<file path="config.mk">
export PLATFORM = sky130hd
export DESIGN_NAME = hazard_fwd_unit_flat
export DESIGN_NICKNAME = d
export VERILOG_FILES = /design/src/rtl/hazard_fwd_unit_if.sv /design/src/rtl/hazard_fwd_unit.sv /design/src/flat_wrapper.sv
export SDC_FILE = /design/constraint.sdc
export NUM_CORES = 1
export LEC_CHECK = 0
export BUFFER_PORTS_ARGS = -buffer_cell sky130_fd_sc_hd__buf_4
export CAP_MARGIN = 5
export CORE_ASPECT_RATIO = 1.4
export CORE_UTILIZATION = 43
export CTS_BUF_LIST = sky130_fd_sc_hd__clkbuf_4 sky130_fd_sc_hd__clkbuf_8
export CTS_CLUSTER_SIZE = 8
export DETAILED_ROUTE_END_ITERATION = 8
export MAX_ROUTING_LAYER = met4
export PLACE_DENSITY_LB_ADDON = 0.12
export SLEW_MARGIN = 20
export SYNTH_ARGS = -nofsm -noshare
export SYNTH_HDL_FRONTEND = slang
export SYNTH_SLANG_ARGS = --single-unit
</file>
<file path="constraint.sdc">
create_clock -name clk -period 5.3 [get_ports clk]
set_clock_uncertainty 0.1 [all_clocks]
set_input_delay 0.53 -clock clk [delete_from_list [all_inputs] [get_ports clk]]
set_output_delay 0.53 -clock clk [all_outputs]
set_load 0.005 [all_outputs]
</file>
<file path="src/rtl/hazard_fwd_unit_if.sv">
// Signal bundle between the pipeline control and the hazard/forwarding unit.
// master = pipeline side (issues ID info, consumes selects), slave = the unit.
interface hazard_fwd_unit_if #(
  parameter int RA_W  = 5,
  parameter int CNT_W = 16
);
  logic             hold;
  logic [RA_W-1:0]  id_ra;
  logic [RA_W-1:0]  id_rb;
  logic             id_ra_use;
  logic             id_rb_use;
  logic [RA_W-1:0]  id_rw;
  logic             id_we;
  logic             id_ld;
  logic             ex_redir;
  logic             A_MEM;
  logic             A_WB;
  logic             B_MEM;
  logic             B_WB;
  logic             stall;
  logic             bubble;
  logic             flush;
  logic [CNT_W-1:0] stall_cnt;
  logic [CNT_W-1:0] flush_cnt;

  modport master (
    output hold, id_ra, id_rb, id_ra_use, id_rb_use, id_rw, id_we, id_ld, ex_redir,
    input  A_MEM, A_WB, B_MEM, B_WB, stall, bubble, flush, stall_cnt, flush_cnt
  );

  modport slave (
    input  hold, id_ra, id_rb, id_ra_use, id_rb_use, id_rw, id_we, id_ld, ex_redir,
    output A_MEM, A_WB, B_MEM, B_WB, stall, bubble, flush, stall_cnt, flush_cnt
  );
endinterface

</file>
<file path="src/rtl/hazard_fwd_unit.sv">
// Hazard/forwarding controller for a 5-stage pipeline: shadows EX/MEM/WB destination
// info, drives operand forward selects, load-use stall/bubble, redirect flush and counters.
module hazard_fwd_unit #(
  parameter int RA_W  = 5,
  parameter int CNT_W = 16
) (
  input  logic               clk,
  input  logic               rst_n,
  hazard_fwd_unit_if.slave   bus
);

  logic [RA_W-1:0]  ex_ra;
  logic [RA_W-1:0]  ex_rb;
  logic             ex_ra_use;
  logic             ex_rb_use;
  logic [RA_W-1:0]  ex_rw;
  logic             ex_we;
  logic             ex_ld;
  logic [RA_W-1:0]  mem_rw;
  logic             mem_we;
  logic             mem_ld;
  logic [RA_W-1:0]  wb_rw;
  logic             wb_we;
  logic [CNT_W-1:0] stall_cnt_q;
  logic [CNT_W-1:0] flush_cnt_q;

  logic a_mem;
  logic a_wb;
  logic b_mem;
  logic b_wb;
  logic load_use;
  logic stall_c;
  logic bubble_c;
  logic flush_c;

  // Register 0 is hard-wired, so it can never be a real producer/consumer pair.
  function automatic logic match(input logic en, input logic [RA_W-1:0] src,
                                 input logic we, input logic [RA_W-1:0] rw);
    return en & we & (rw == src) & (src != '0);
  endfunction

  always_comb begin
    a_mem = match(ex_ra_use, ex_ra, mem_we, mem_rw) & ~mem_ld;
    a_wb  = match(ex_ra_use, ex_ra, wb_we, wb_rw) & ~a_mem;
    b_mem = match(ex_rb_use, ex_rb, mem_we, mem_rw) & ~mem_ld;
    b_wb  = match(ex_rb_use, ex_rb, wb_we, wb_rw) & ~b_mem;

    // Load data only becomes forwardable once the load has reached WB.
    load_use = (ex_ld  & (match(bus.id_ra_use, bus.id_ra, ex_we, ex_rw) |
                          match(bus.id_rb_use, bus.id_rb, ex_we, ex_rw))) |
               (mem_ld & (match(bus.id_ra_use, bus.id_ra, mem_we, mem_rw) |
                          match(bus.id_rb_use, bus.id_rb, mem_we, mem_rw)));

    flush_c  = bus.ex_redir;
    stall_c  = load_use & ~bus.ex_redir;
    bubble_c = load_use | bus.ex_redir;
  end

  assign bus.A_MEM     = rst_n & a_mem;
  assign bus.A_WB      = rst_n & a_wb;
  assign bus.B_MEM     = rst_n & b_mem;
  assign bus.B_WB      = rst_n & b_wb;
  assign bus.stall     = rst_n & stall_c;
  assign bus.bubble    = rst_n & bubble_c;
  assign bus.flush     = rst_n & flush_c;
  assign bus.stall_cnt = stall_cnt_q;
  assign bus.flush_cnt = flush_cnt_q;

  always_ff @(posedge clk or negedge rst_n) begin
    if (!rst_n) begin
      ex_ra       <= '0;
      ex_rb       <= '0;
      ex_ra_use   <= 1'b0;
      ex_rb_use   <= 1'b0;
      ex_rw       <= '0;
      ex_we       <= 1'b0;
      ex_ld       <= 1'b0;
      mem_rw      <= '0;
      mem_we      <= 1'b0;
      mem_ld      <= 1'b0;
      wb_rw       <= '0;
      wb_we       <= 1'b0;
      stall_cnt_q <= '0;
      flush_cnt_q <= '0;
    end else if (!bus.hold) begin
      mem_rw <= ex_rw;
      mem_we <= ex_we;
      mem_ld <= ex_ld;
      wb_rw  <= mem_rw;
      wb_we  <= mem_we;
      if (bubble_c) begin
        ex_ra     <= '0;
        ex_rb     <= '0;
        ex_ra_use <= 1'b0;
        ex_rb_use <= 1'b0;
        ex_rw     <= '0;
        ex_we     <= 1'b0;
        ex_ld     <= 1'b0;
      end else begin
        ex_ra     <= bus.id_ra;
        ex_rb     <= bus.id_rb;
        ex_ra_use <= bus.id_ra_use;
        ex_rb_use <= bus.id_rb_use;
        ex_rw     <= bus.id_rw;
        ex_we     <= bus.id_we;
        ex_ld     <= bus.id_ld;
      end
      if (stall_c && stall_cnt_q != '1) stall_cnt_q <= stall_cnt_q + 1'b1;
      if (flush_c && flush_cnt_q != '1) flush_cnt_q <= flush_cnt_q + 1'b1;
    end
  end

endmodule

</file>
<file path="src/flat_wrapper.sv">
// flat-port wrapper written by rule: the top's interface ports become plain ports
module hazard_fwd_unit_flat 
#(
  parameter int RA_W  = 5,
  parameter int CNT_W = 16
)
  (clk, rst_n, bus_hold, bus_id_ra, bus_id_rb, bus_id_ra_use, bus_id_rb_use, bus_id_rw, bus_id_we, bus_id_ld, bus_ex_redir, bus_A_MEM, bus_A_WB, bus_B_MEM, bus_B_WB, bus_stall, bus_bubble, bus_flush, bus_stall_cnt, bus_flush_cnt);
  hazard_fwd_unit_if #(.RA_W(RA_W), .CNT_W(CNT_W)) bus_i ();
  input  logic clk;
  input  logic rst_n;
  input wire logic [$bits(bus_i.hold)-1:0] bus_hold;
  input wire logic [$bits(bus_i.id_ra)-1:0] bus_id_ra;
  input wire logic [$bits(bus_i.id_rb)-1:0] bus_id_rb;
  input wire logic [$bits(bus_i.id_ra_use)-1:0] bus_id_ra_use;
  input wire logic [$bits(bus_i.id_rb_use)-1:0] bus_id_rb_use;
  input wire logic [$bits(bus_i.id_rw)-1:0] bus_id_rw;
  input wire logic [$bits(bus_i.id_we)-1:0] bus_id_we;
  input wire logic [$bits(bus_i.id_ld)-1:0] bus_id_ld;
  input wire logic [$bits(bus_i.ex_redir)-1:0] bus_ex_redir;
  output wire logic [$bits(bus_i.A_MEM)-1:0] bus_A_MEM;
  output wire logic [$bits(bus_i.A_WB)-1:0] bus_A_WB;
  output wire logic [$bits(bus_i.B_MEM)-1:0] bus_B_MEM;
  output wire logic [$bits(bus_i.B_WB)-1:0] bus_B_WB;
  output wire logic [$bits(bus_i.stall)-1:0] bus_stall;
  output wire logic [$bits(bus_i.bubble)-1:0] bus_bubble;
  output wire logic [$bits(bus_i.flush)-1:0] bus_flush;
  output wire logic [$bits(bus_i.stall_cnt)-1:0] bus_stall_cnt;
  output wire logic [$bits(bus_i.flush_cnt)-1:0] bus_flush_cnt;
  assign bus_i.hold = bus_hold;
  assign bus_i.id_ra = bus_id_ra;
  assign bus_i.id_rb = bus_id_rb;
  assign bus_i.id_ra_use = bus_id_ra_use;
  assign bus_i.id_rb_use = bus_id_rb_use;
  assign bus_i.id_rw = bus_id_rw;
  assign bus_i.id_we = bus_id_we;
  assign bus_i.id_ld = bus_id_ld;
  assign bus_i.ex_redir = bus_ex_redir;
  assign bus_A_MEM = bus_i.A_MEM;
  assign bus_A_WB = bus_i.A_WB;
  assign bus_B_MEM = bus_i.B_MEM;
  assign bus_B_WB = bus_i.B_WB;
  assign bus_stall = bus_i.stall;
  assign bus_bubble = bus_i.bubble;
  assign bus_flush = bus_i.flush;
  assign bus_stall_cnt = bus_i.stall_cnt;
  assign bus_flush_cnt = bus_i.flush_cnt;
  hazard_fwd_unit #(.RA_W(RA_W), .CNT_W(CNT_W)) u_core (.clk(clk), .rst_n(rst_n), .bus(bus_i));
endmodule
</file>
==> results.md, run 1 <==
Detailed routing:
- Summing over every cut layer, the via total after detailed routing is 2,381.
- After the first detailed-routing iteration, the DRC count stood at 111.
- Once detail routing completed, the nets flagged for antenna violations numbered 0.
- The average routed wire per standard cell is 16.5 um.
- The final routed wirelength across all metal layers is 7.45 mm.
- For this run, design rule violations remaining after detail routing come to 0.
- The number of detailed-route iterations in the first pass is 4.
- Dividing the detail-routed via count by the number of cells gives 5.27.

Yosys:
- The sequential element share of the synthesized area is 49.0%.
- The cell count after synthesis came out at 290.
- sky130_fd_sc_hd__dfrtp_1 takes more of the synthesized area than any other cell.
- After synthesis, the largest family of logic cells by area is XOR/XNOR gates.
- When the netlist entered floorplanning its net count stood at 315.
- The post-synthesis share of cell area spent on and, or, nand and nor gates is 15.9%.
- After synthesis, the cell types taking the most area are sky130_fd_sc_hd__dfrtp_1, sky130_fd_sc_hd__xnor2_1, sky130_fd_sc_hd__xor2_1.
- Of the total synthesized cell area, the portion taken by XOR and XNOR cells is 18.8%.
- The number of synthesis warnings is 0.
- The top cell type by area accounts for 49.0% of the synthesized area.
- The synthesized-area fraction occupied by ao, oa, aoi and oai cells is 8.00%.
- The mapped netlist covers 3270 sq um.
- The count of flip-flops with a built-in enable after synthesis is 0.
- After Yosys synthesis, full adders, half adders and majority gates account for 0.765% of the synthesized area.
- The flop and latch count out of synthesis is 64.
- For this run, asynchronously set or reset flops after synthesis account for 100%.
- The average footprint of a synthesized cell is 11.3 sq um.
- The number of library cell types mapped by synthesis is 37.
- The post-synthesis mux area share is 5.17%.
- The prevailing post-synth register cell is sky130_fd_sc_hd__dfrtp_1.

Cells and area:
- Summing all flip-flop and latch instances after layout gives 1600 sq um.
- At the end of the flow, the number of nets in the layout was 375.
- The total inserted antenna cells is 0.
- With fillers left out, the area of the finished cells amounts to 4000 sq um.
- The layout-stage area growth over the synthesis result is 22.3%.
- Fill cells in the final layout number 672.
- The fraction of final layout cells with drive strength greater than 1 is 27.9%.
- In the final layout, the multi-input gates occupy 1590 sq um.

Power:
- The clock network accounts for 35.2% of the total power.
- Per report_power, the sequential group accounts for 48.9% of the total.
- The worst-case IR drop observed on VDD is 168 uV.
- Net switching is 26.7% of the power.
- The internal power consumption is 900 uW.
- Power spread over the standard cell area amounts to 307 nW/um^2.
- The combinational fraction of design power is 15.9%.
- The power spent charging and discharging nets is 327 uW.
- The leakage power figure is 0.00185 uW.

Worst setup path:
- Counting both buffers and inverters, the worst setup path holds a total of 2.
- The standard cell with the maximum stage delay on the critical path is sky130_fd_sc_hd__or4_1.
- Traced cell by cell, the critical path runs through buf_4 -> or4_1 -> o21ai_2 -> nor3_1 -> o21ai_1 -> and2_2 -> and2b_1 -> nor2b_1 -> buf_4.
- The startpoint kind of the worst setup timing path is an input pin.
- The worst setup path is captured at a primary output.
- The most frequent cell on the critical path is sky130_fd_sc_hd__buf_4.
- The endpoint required time on the critical path is 4.67 ns.
- In this run the worst path has a maximum fanout of 14.
- The cell type group with the largest total delay on the critical path is simple AND/OR/NAND/NOR gates.
- By startpoint and endpoint, the worst setup path is classified as in -> out.
- The delay contributed by the slowest stage of the critical path is 0.53 ns.
- STA puts the critical path data arrival time at 2.48 ns.

Floorplanning:
- The die covers 7960 sq um.
- The effective utilization at floorplan is 44.4%.
- The boundary pin count is 62.
- The area inside the core boundary is 7360 sq um.
- In this run the horizontal extent of the chip is 75.7 um.
- The floorplan has 37 rows.
- The die span in y is 105 um.

Clock tree:
- The clock input transition at the sequential cells of the worst setup and hold paths is 0.07 ns.
- The CTS tree is built.
- The tree is rooted in a sky130_fd_sc_hd__clkbuf_8.
- The H-tree generated during clock tree synthesis spans 3 levels.
- The clock passes through at most 2 buffers.
- The total setup buffers inserted after CTS is 0.
- In this run, CTS created clock tree buffers numbering 9.
- Once the clock tree was built, the resizer swapped 0 gates to a different size.
- The clock net in this run drives a total of 64 sinks.
- Hold repair after CTS inserted 0 buffers.
- For the worst-skew pair, the clock arrives at the later sink with an insertion delay of 0.34 ns.

GRT:
- The number of antenna violations at the first check in global routing is 0.
- The via count of the first global-routing pass came to 2,299.
- The first global-routing pass estimated 11.6 mm of wire.
- Global routing consumed, over all layers together, 20.7% of the routing resources.
- The pin count of the biggest net entering global routing is 72.
- The global route total overflow is 0.

Timing:
- Setup violations remaining at the end of the flow were counted as 0.
- After layout, the worst path uses 58.6% of the clock period.
- The hold violation count in the final report came to 0.
- Setup repair after global routing left no endpoint under its margin.
- For the final routed database, the setup TNS stands at 0 ns.
- Hold is met by 0.183 ns.
- The number of slew-limit violations in the final report is 0.
- Headroom to the max-slew limit came out at 41.6%.
- Subtracting the final worst setup slack from the clock period gives 3.11 ns.
- Based on the critical path, the design can be clocked at up to 0.322 GHz.
- The post-layout worst setup margin is 2.19 ns.
- At the pin with the least slew margin, the transition time is 0.876 ns.

Placed design:
- The worst setup slack before clock tree synthesis is 2.19 ns.
- The cell area after placement is 3790 sq um.
- The congestion estimate from routability-driven global placement came to 0.851.
- Once detailed placement completed, the half-perimeter wirelength came to 5.32 mm.
- The count of buffers added on input and output ports is 61.

Run:
- The max-capacitance violation count is 0.

Outcome:
- The run finished with clean final reports.

Min path:
- The kind of path behind the tightest hold check is in -> async.
final timing paths:
| check | from | endpoint | slack [ns] | cells after the start |
|---|---|---|---|---|
| worst max-delay path | bus_id_ra[0] | bus_bubble | 2.19 | 9 |
| worst min-delay path | rst_n | u_core.ex_ra[0]$_DFFE_PN0N_ | 0.18 | 1 |
| worst max register to register | u_core.bus.stall_cnt[0]$_DFFE_PN0P_ | u_core.bus.stall_cnt[1]$_DFFE_PN0P_ | 2.95 | 7 |
| worst min register to register | u_core.ex_ra_use$_DFFE_PN0N_ | u_core.ex_ra_use$_DFFE_PN0N_ | 0.39 | 1 |
| max in group asynchronous | rst_n | u_core.bus.stall_cnt[1]$_DFFE_PN0P_ | 4.30 | 1 |
| min in group clk | bus_id_rb_use | u_core.ex_rb_use$_DFFE_PN0N_ | 0.37 | 2 |
synth_stat cells, types with 3 or more instances:
library cell	number
sky130_fd_sc_hd__dfrtp_1	64
sky130_fd_sc_hd__and3_1	3
sky130_fd_sc_hd__nor3b_1	5
sky130_fd_sc_hd__a32o_1	12
sky130_fd_sc_hd__xor2_1	25
sky130_fd_sc_hd__inv_1	4
sky130_fd_sc_hd__and2_1	3
sky130_fd_sc_hd__clkbuf_1	8
sky130_fd_sc_hd__nor3_1	12
sky130_fd_sc_hd__nand3_1	10
sky130_fd_sc_hd__nor2b_1	8
sky130_fd_sc_hd__or4_1	4
sky130_fd_sc_hd__nand4_1	11
sky130_fd_sc_hd__a22o_1	7
sky130_fd_sc_hd__nand2_1	15
sky130_fd_sc_hd__nor2_1	10
sky130_fd_sc_hd__mux2_2	14
sky130_fd_sc_hd__nor4_1	5
sky130_fd_sc_hd__xnor2_1	45
metal layers:
metal / vias to the layer above / part of all wire [%] / global-route usage [%]
li1: 1140 / - / -
met1: 1164 / 43 / 25.0
met2: 61 / 51 / 32.6
met3: 16 / 3.1 / 3.47
met4: 0 / 3.0 / 10.4
met5: - / 0 / -
registers in the layout (all words and copies together), names as in the netlist, 5 cells and up:
name                  cells
u_core.bus.flush_cnt     16
u_core.bus.stall_cnt     16
u_core.ex_ra              5
u_core.ex_rb              5
u_core.ex_rw              5
u_core.mem_rw             5
u_core.wb_rw              5
kinds of logic (layout without fill, tap and decap cells):
family,Yosys count,after routing
AO/OA/AOI/OAI,28,28
XOR/XNOR,70,70
adder cells (fa/ha/maj),2,2
buffers and inverters,17,82
flip-flops,64,64
multiplexers,15,15
AND/OR/NAND/NOR,94,94
stage by stage:
stage / cells / power [uW] / util, %
CTS: 452 / 1240 / 54.3
global route: 452 / 1290 / 54.3
detailed placement: 436 / 806 / 51.5
global placement: 436 / 804 / 51.5
floorplan: 290 / 711 / -
finish: 452 / 1230 / 54.3
power groups by stage:
stage	registers, uW	clock network (uW)	logic (uW)
final	600	432	196
after global routing	605	471	216
after CTS	600	445	199
after detailed placement	608	0	199
after global placement	608	0	196
after floorplan	584	0	127
placed cells by master, fill, tap and decap left out, types with 3 or more instances in the layout:
| cell type | Yosys | layout |
|---|---|---|
| sky130_fd_sc_hd__dfrtp_1 | 64 | 64 |
| sky130_fd_sc_hd__buf_4 | 2 | 62 |
| sky130_fd_sc_hd__xnor2_1 | 45 | 45 |
| sky130_fd_sc_hd__xor2_1 | 25 | 25 |
| sky130_fd_sc_hd__nand2_1 | 15 | 15 |
| sky130_fd_sc_hd__mux2_2 | 14 | 14 |
| sky130_fd_sc_hd__nor3_1 | 12 | 12 |
| sky130_fd_sc_hd__a32o_1 | 12 | 12 |
| sky130_fd_sc_hd__nand4_1 | 11 | 11 |
| sky130_fd_sc_hd__clkbuf_8 | 0 | 11 |
| sky130_fd_sc_hd__nand3_1 | 10 | 10 |
| sky130_fd_sc_hd__nor2_1 | 10 | 10 |
| sky130_fd_sc_hd__nor2b_1 | 8 | 8 |
| sky130_fd_sc_hd__a22o_1 | 7 | 7 |
| sky130_fd_sc_hd__nor4_1 | 5 | 5 |
| sky130_fd_sc_hd__nor3b_1 | 5 | 5 |
| sky130_fd_sc_hd__or4_1 | 4 | 4 |
| sky130_fd_sc_hd__inv_1 | 4 | 4 |
| sky130_fd_sc_hd__and2_1 | 3 | 3 |
| sky130_fd_sc_hd__and3_1 | 3 | 3 |
layout make-up:
cell class	count	share of cell area, %
flip-flops and latches	64	40.1
well taps	97	3.04
inverters	4	0.375
repair buffers	62	11.6
clock buffers	13	4.16
clock inverters	3	1.00
multi-input cells	209	39.7
worst register-to-register path, stage by stage, from the launching register on:
cell	delay (ns)
sky130_fd_sc_hd__dfrtp_1	0.41
sky130_fd_sc_hd__ha_1	0.19
sky130_fd_sc_hd__nand2_1	0.07
sky130_fd_sc_hd__nor2_1	0.13
sky130_fd_sc_hd__nand3_1	0.23
sky130_fd_sc_hd__o31ai_1	0.37
sky130_fd_sc_hd__a21o_2	0.36
sky130_fd_sc_hd__mux2_1	0.36
Note: power is estimated with default switching activity, not from simulation.
==> run 2, diff against run 1 <==
Settings changed: ABC_AREA from default to 1.
Clock period 5.3 ns to 2.95 ns, I/O delays scaled along.
==> run 2 against run 1 <==
  * Non-clock buffer count increased by 2
  * Highest routed layer unchanged
  * Clock power increased by 85%
  * Via count increased by 48%
  * Largest power group unchanged
==> results.md, run 2 <==
Detailed routing:
- After detailed routing, the average wire length per cell comes to 14.3 um.
- The number of detailed-route iterations in the first pass is 5.
- The routed layout has 3,529 vias.
- The DRC violations left is 0.
- The per-cell via count in the routed design is 5.08.
- Once detail routing completed, the nets flagged for antenna violations numbered 0.
- The final routed wirelength across all metal layers is 9.93 mm.
- The violation count after the first detailed-routing iteration is 231.

Clock tree:
- The number of buffers created by CTS is 9.
- The later pin in the worst-skew pair is clocked with a latency of 0.35 ns.
- Clock-pin slew was measured on the worst setup and hold paths at 0.07 ns.
- The tree built by TritonCTS fans out to 64 sinks.
- TritonCTS built the clock tree.
- In this run the clock root is driven by a sky130_fd_sc_hd__clkbuf_8.
- The post-cts repair resize count is 0.
- Once the clock tree was built, the setup fixing pass inserted 0 buffers.
- The number of hold buffers added after cts is 1.
- No sink is reached through more buffers than the 2 on the longest clock path.
- CTS built an H-tree with a depth of 3.

Timing:
- The number of slew-limit violations in the final report came to 0.
- Setup repair after global routing left no endpoint under its margin.
- Setup slack on the critical path of the routed design comes to 0.650 ns.
- On the final layout, the worst hold slack is 0.0804 ns.
- The fmax is 0.435 GHz.
- Counting I/O delays and the setup requirement, the final critical path takes 2.30 ns.
- The max-slew headroom at the worst pin is 51.7%.
- Setup violations remaining at the end of the flow were counted as 0.
- The setup TNS is 0 ns.
- The period utilization is 78.0%.
- At the pin with the least slew margin, the transition time is 0.725 ns.
- The hold violation count in the final report is 0.

Min path:
- The hold path depth is 3.
- The hold path startpoint is bus_id_rw[0].
- The kind of path behind the tightest hold check is in -> reg.
- For hold timing, the worst endpoint is u_core.ex_rw[0]$_DFFE_PN0N_.

Worst setup path:
- Data on the critical path is required at its endpoint by 2.56 ns.
- At the worst endpoint, the arrival time is 1.90 ns.
- The endpoint identified for the worst register-to-register timing path is u_core.bus.flush_cnt[5]$_DFFE_PN0P_.
- The launching point of the worst reg2reg path is u_core.bus.flush_cnt[0]$_DFFE_PN0P_.
- The number of cells on the worst reg-to-reg path is 10.
- The startpoint kind of the worst setup timing path is a register.
- The category of the most critical setup path is reg -> out.
- The flop-to-flop setup slack is 0.72 ns.
- The element type at the critical path end is a primary output.
- Of all nets on the critical path, the largest fanout is 6.

Cells and area:
- The layout-stage area growth over the synthesis result is 20.0%.
- The final instance area is 4550 sq um.
- Excluding fillers, the count of instances in the completed layout stands at 695.
- At the end of the flow, the number of nets in the layout was 610.
- Cells with a size suffix above 1 make up 15.8% of the layout.
- The total inserted antenna cells is 0.
- Leaving out fill and tap cells, the most frequent cells in the layout are sky130_fd_sc_hd__nand2_1, sky130_fd_sc_hd__dfrtp_1, sky130_fd_sc_hd__buf_4.
- Leaving out fill and tap cells, the most frequent cell in the layout is sky130_fd_sc_hd__nand2_1.

Power:
- The power spent charging and discharging nets is 711 uW.
- The internal power consumption is 1600 uW.
- The cell area power density is 507 nW/um^2.
- IR analysis of the VDD net gives a maximum drop of 486 uV.
- Combinational logic burns 18.4% of the power.
- In this run switching power makes up 30.8% of total power.
- For this design the static power due to leakage is 0.00227 uW.
- The clock network is responsible for 34.6% of the overall power.
- Sequential cells account for 46.9% of the total power.

GRT:
- The first global-routing pass estimated 16.3 mm of wire.
- Global routing used 24.3% of the available tracks across all layers.
- The pin count of the biggest net entering global routing is 54.
- The via count of the first global-routing pass was 3,415.
- The total overflow left after global routing is 0.
- The number of antenna violations at the first check in global routing is 0.

Yosys:
- The post-synthesis instance area is 3790 sq um.
- Sorting the synthesized cells by how often they occur yields sky130_fd_sc_hd__nand2_1, sky130_fd_sc_hd__dfrtp_1, sky130_fd_sc_hd__inv_1.
- The number of library cell types mapped by synthesis is 28.
- During synthesis, Yosys emitted a total of 0 warnings.
- Of the synthesized area, sequential elements account for 42.3%.
- In the synthesized netlist, the number of instances is 522.
- Of the post-synthesis cell area, the dominant cell type holds 42.3%.
- The flop and latch count out of synthesis is 64.
- The average footprint of a synthesized cell is 7.26 sq um.
- By instance count, the leading cell after synthesis is sky130_fd_sc_hd__nand2_1.
- In the post-synthesis netlist, the biggest area contributors are sky130_fd_sc_hd__dfrtp_1, sky130_fd_sc_hd__nand2_1, sky130_fd_sc_hd__xor2_1.
- The count of flip-flops with a built-in enable after synthesis is 0.
- Synthesis produced a netlist with a net count of 547.
- The prevailing post-synth register cell is sky130_fd_sc_hd__dfrtp_1.
- After synthesis, the share of flip-flops with an asynchronous set or reset is 100%.
- The cell type with the largest total area after synthesis is sky130_fd_sc_hd__dfrtp_1.

Floorplanning:
- The floorplan step set the die width to 81.3 um.
- The region available for standard cell placement spans 8560 sq um.
- The boundary pin count is 62.
- The initial utilization of the core area, before any placement, comes to 44.3%.
- The die span in y is 113 um.
- The floorplan row count is 40.
- The die covers 9200 sq um.

Placed design:
- The half-perimeter wire length of the detailed placement result is 7.30 mm.
- The count of buffers added on input and output ports is 61.
- Routability-driven placement finished with a final weighted congestion of 0.935.
- The number of placed instances, taps included, is 678.
- Summing all placed instances gives a cell area of 4330 sq um.
- OpenSTA, run right after detailed placement, puts the worst setup slack at 0.755 ns.

Run:
- The max-capacitance violation count is 0.

Outcome:
- The run finished with clean final reports.
[run 2: cell type report]
type	instances	area, sq um
clock inverter	5	55.1
multi-input combinational	381	1880
tap	105	131
inverter	65	244
timing repair buffer	64	483
sequential	64	1600
clock buffer	11	151
fill	857	4010
[run 2: worst max path at each step]
stage	start	endpoint	slack [ns]	depth (start not counted)
after detailed placement	u_core.bus.flush_cnt[0]$_DFFE_PN0P_	u_core.bus.flush_cnt[5]$_DFFE_PN0P_	0.75	10
after global routing	u_core.bus.flush_cnt[0]$_DFFE_PN0P_	u_core.bus.flush_cnt[5]$_DFFE_PN0P_	0.39	10
after floorplan	u_core.bus.flush_cnt[0]$_DFFE_PN0P_	u_core.bus.flush_cnt[10]$_DFFE_PN0P_	1.10	10
final	u_core.mem_rw[2]$_DFFE_PN0N_	bus_bubble	0.65	12
after CTS	u_core.mem_rw[2]$_DFFE_PN0N_	bus_bubble	0.63	12
after global placement	u_core.bus.flush_cnt[0]$_DFFE_PN0P_	u_core.bus.flush_cnt[12]$_DFFE_PN0P_	0.88	10
[run 2: per-layer routing]
layer | routed length [um] | global-route usage, % | vias up
met2 | 5010 | 39.4 | 77
li1 | - | - | 1762
met5 | 0 | - | -
met3 | 420 | 4.52 | 21
met1 | 4150 | 28.2 | 1669
met4 | 350 | 12.3 | 0
[run 2: per-stage QoR]
step	total power [uW]	utilization (%)
2_1_floorplan	1310	-
4_1_cts	2330	53.1
6_report	2310	53.1
3_5_place_dp	1520	50.6
5_1_grt	2430	53.1
3_3_place_gp	1510	50.6
[run 2: power by group through the flow]
| stage | logic (uW) | clock network, uW | registers [uW] |
|---|---|---|---|
| 4_1_cts | 429 | 819 | 1080 |
| 2_1_floorplan | 239 | 0 | 1070 |
| 6_report | 425 | 799 | 1080 |
| 5_1_grt | 481 | 856 | 1090 |
| 3_5_place_dp | 424 | 0 | 1100 |
| 3_3_place_gp | 415 | 0 | 1090 |
[run 2: critical path, stage by stage, from the launching register on]
cell	delay [ns]
sky130_fd_sc_hd__dfrtp_1	0.46
sky130_fd_sc_hd__inv_1	0.13
sky130_fd_sc_hd__nand2_1	0.09
sky130_fd_sc_hd__nand2_1	0.05
sky130_fd_sc_hd__nand2_1	0.10
sky130_fd_sc_hd__nor2_1	0.06
sky130_fd_sc_hd__nand2_1	0.05
sky130_fd_sc_hd__nand2_1	0.05
sky130_fd_sc_hd__nand2_1	0.09
sky130_fd_sc_hd__nand2_4	0.09
sky130_fd_sc_hd__o21ai_0	0.19
sky130_fd_sc_hd__inv_1	0.07
sky130_fd_sc_hd__buf_4	0.13
[run 2: logic make-up (layout without fill, tap and decap cells)]
logic type               count (synthesis)  after routing  share of synthesized area (%)
AND/OR/NAND/NOR                        298            298                           34.0
flip-flops                              64             64                           42.3
buffers and inverters                   77            145                           8.12
AO/OA/AOI/OAI                           39             39                           5.25
XOR/XNOR                                42             42                           9.71
adder cells (fa/ha/maj)                  2              2                          0.660
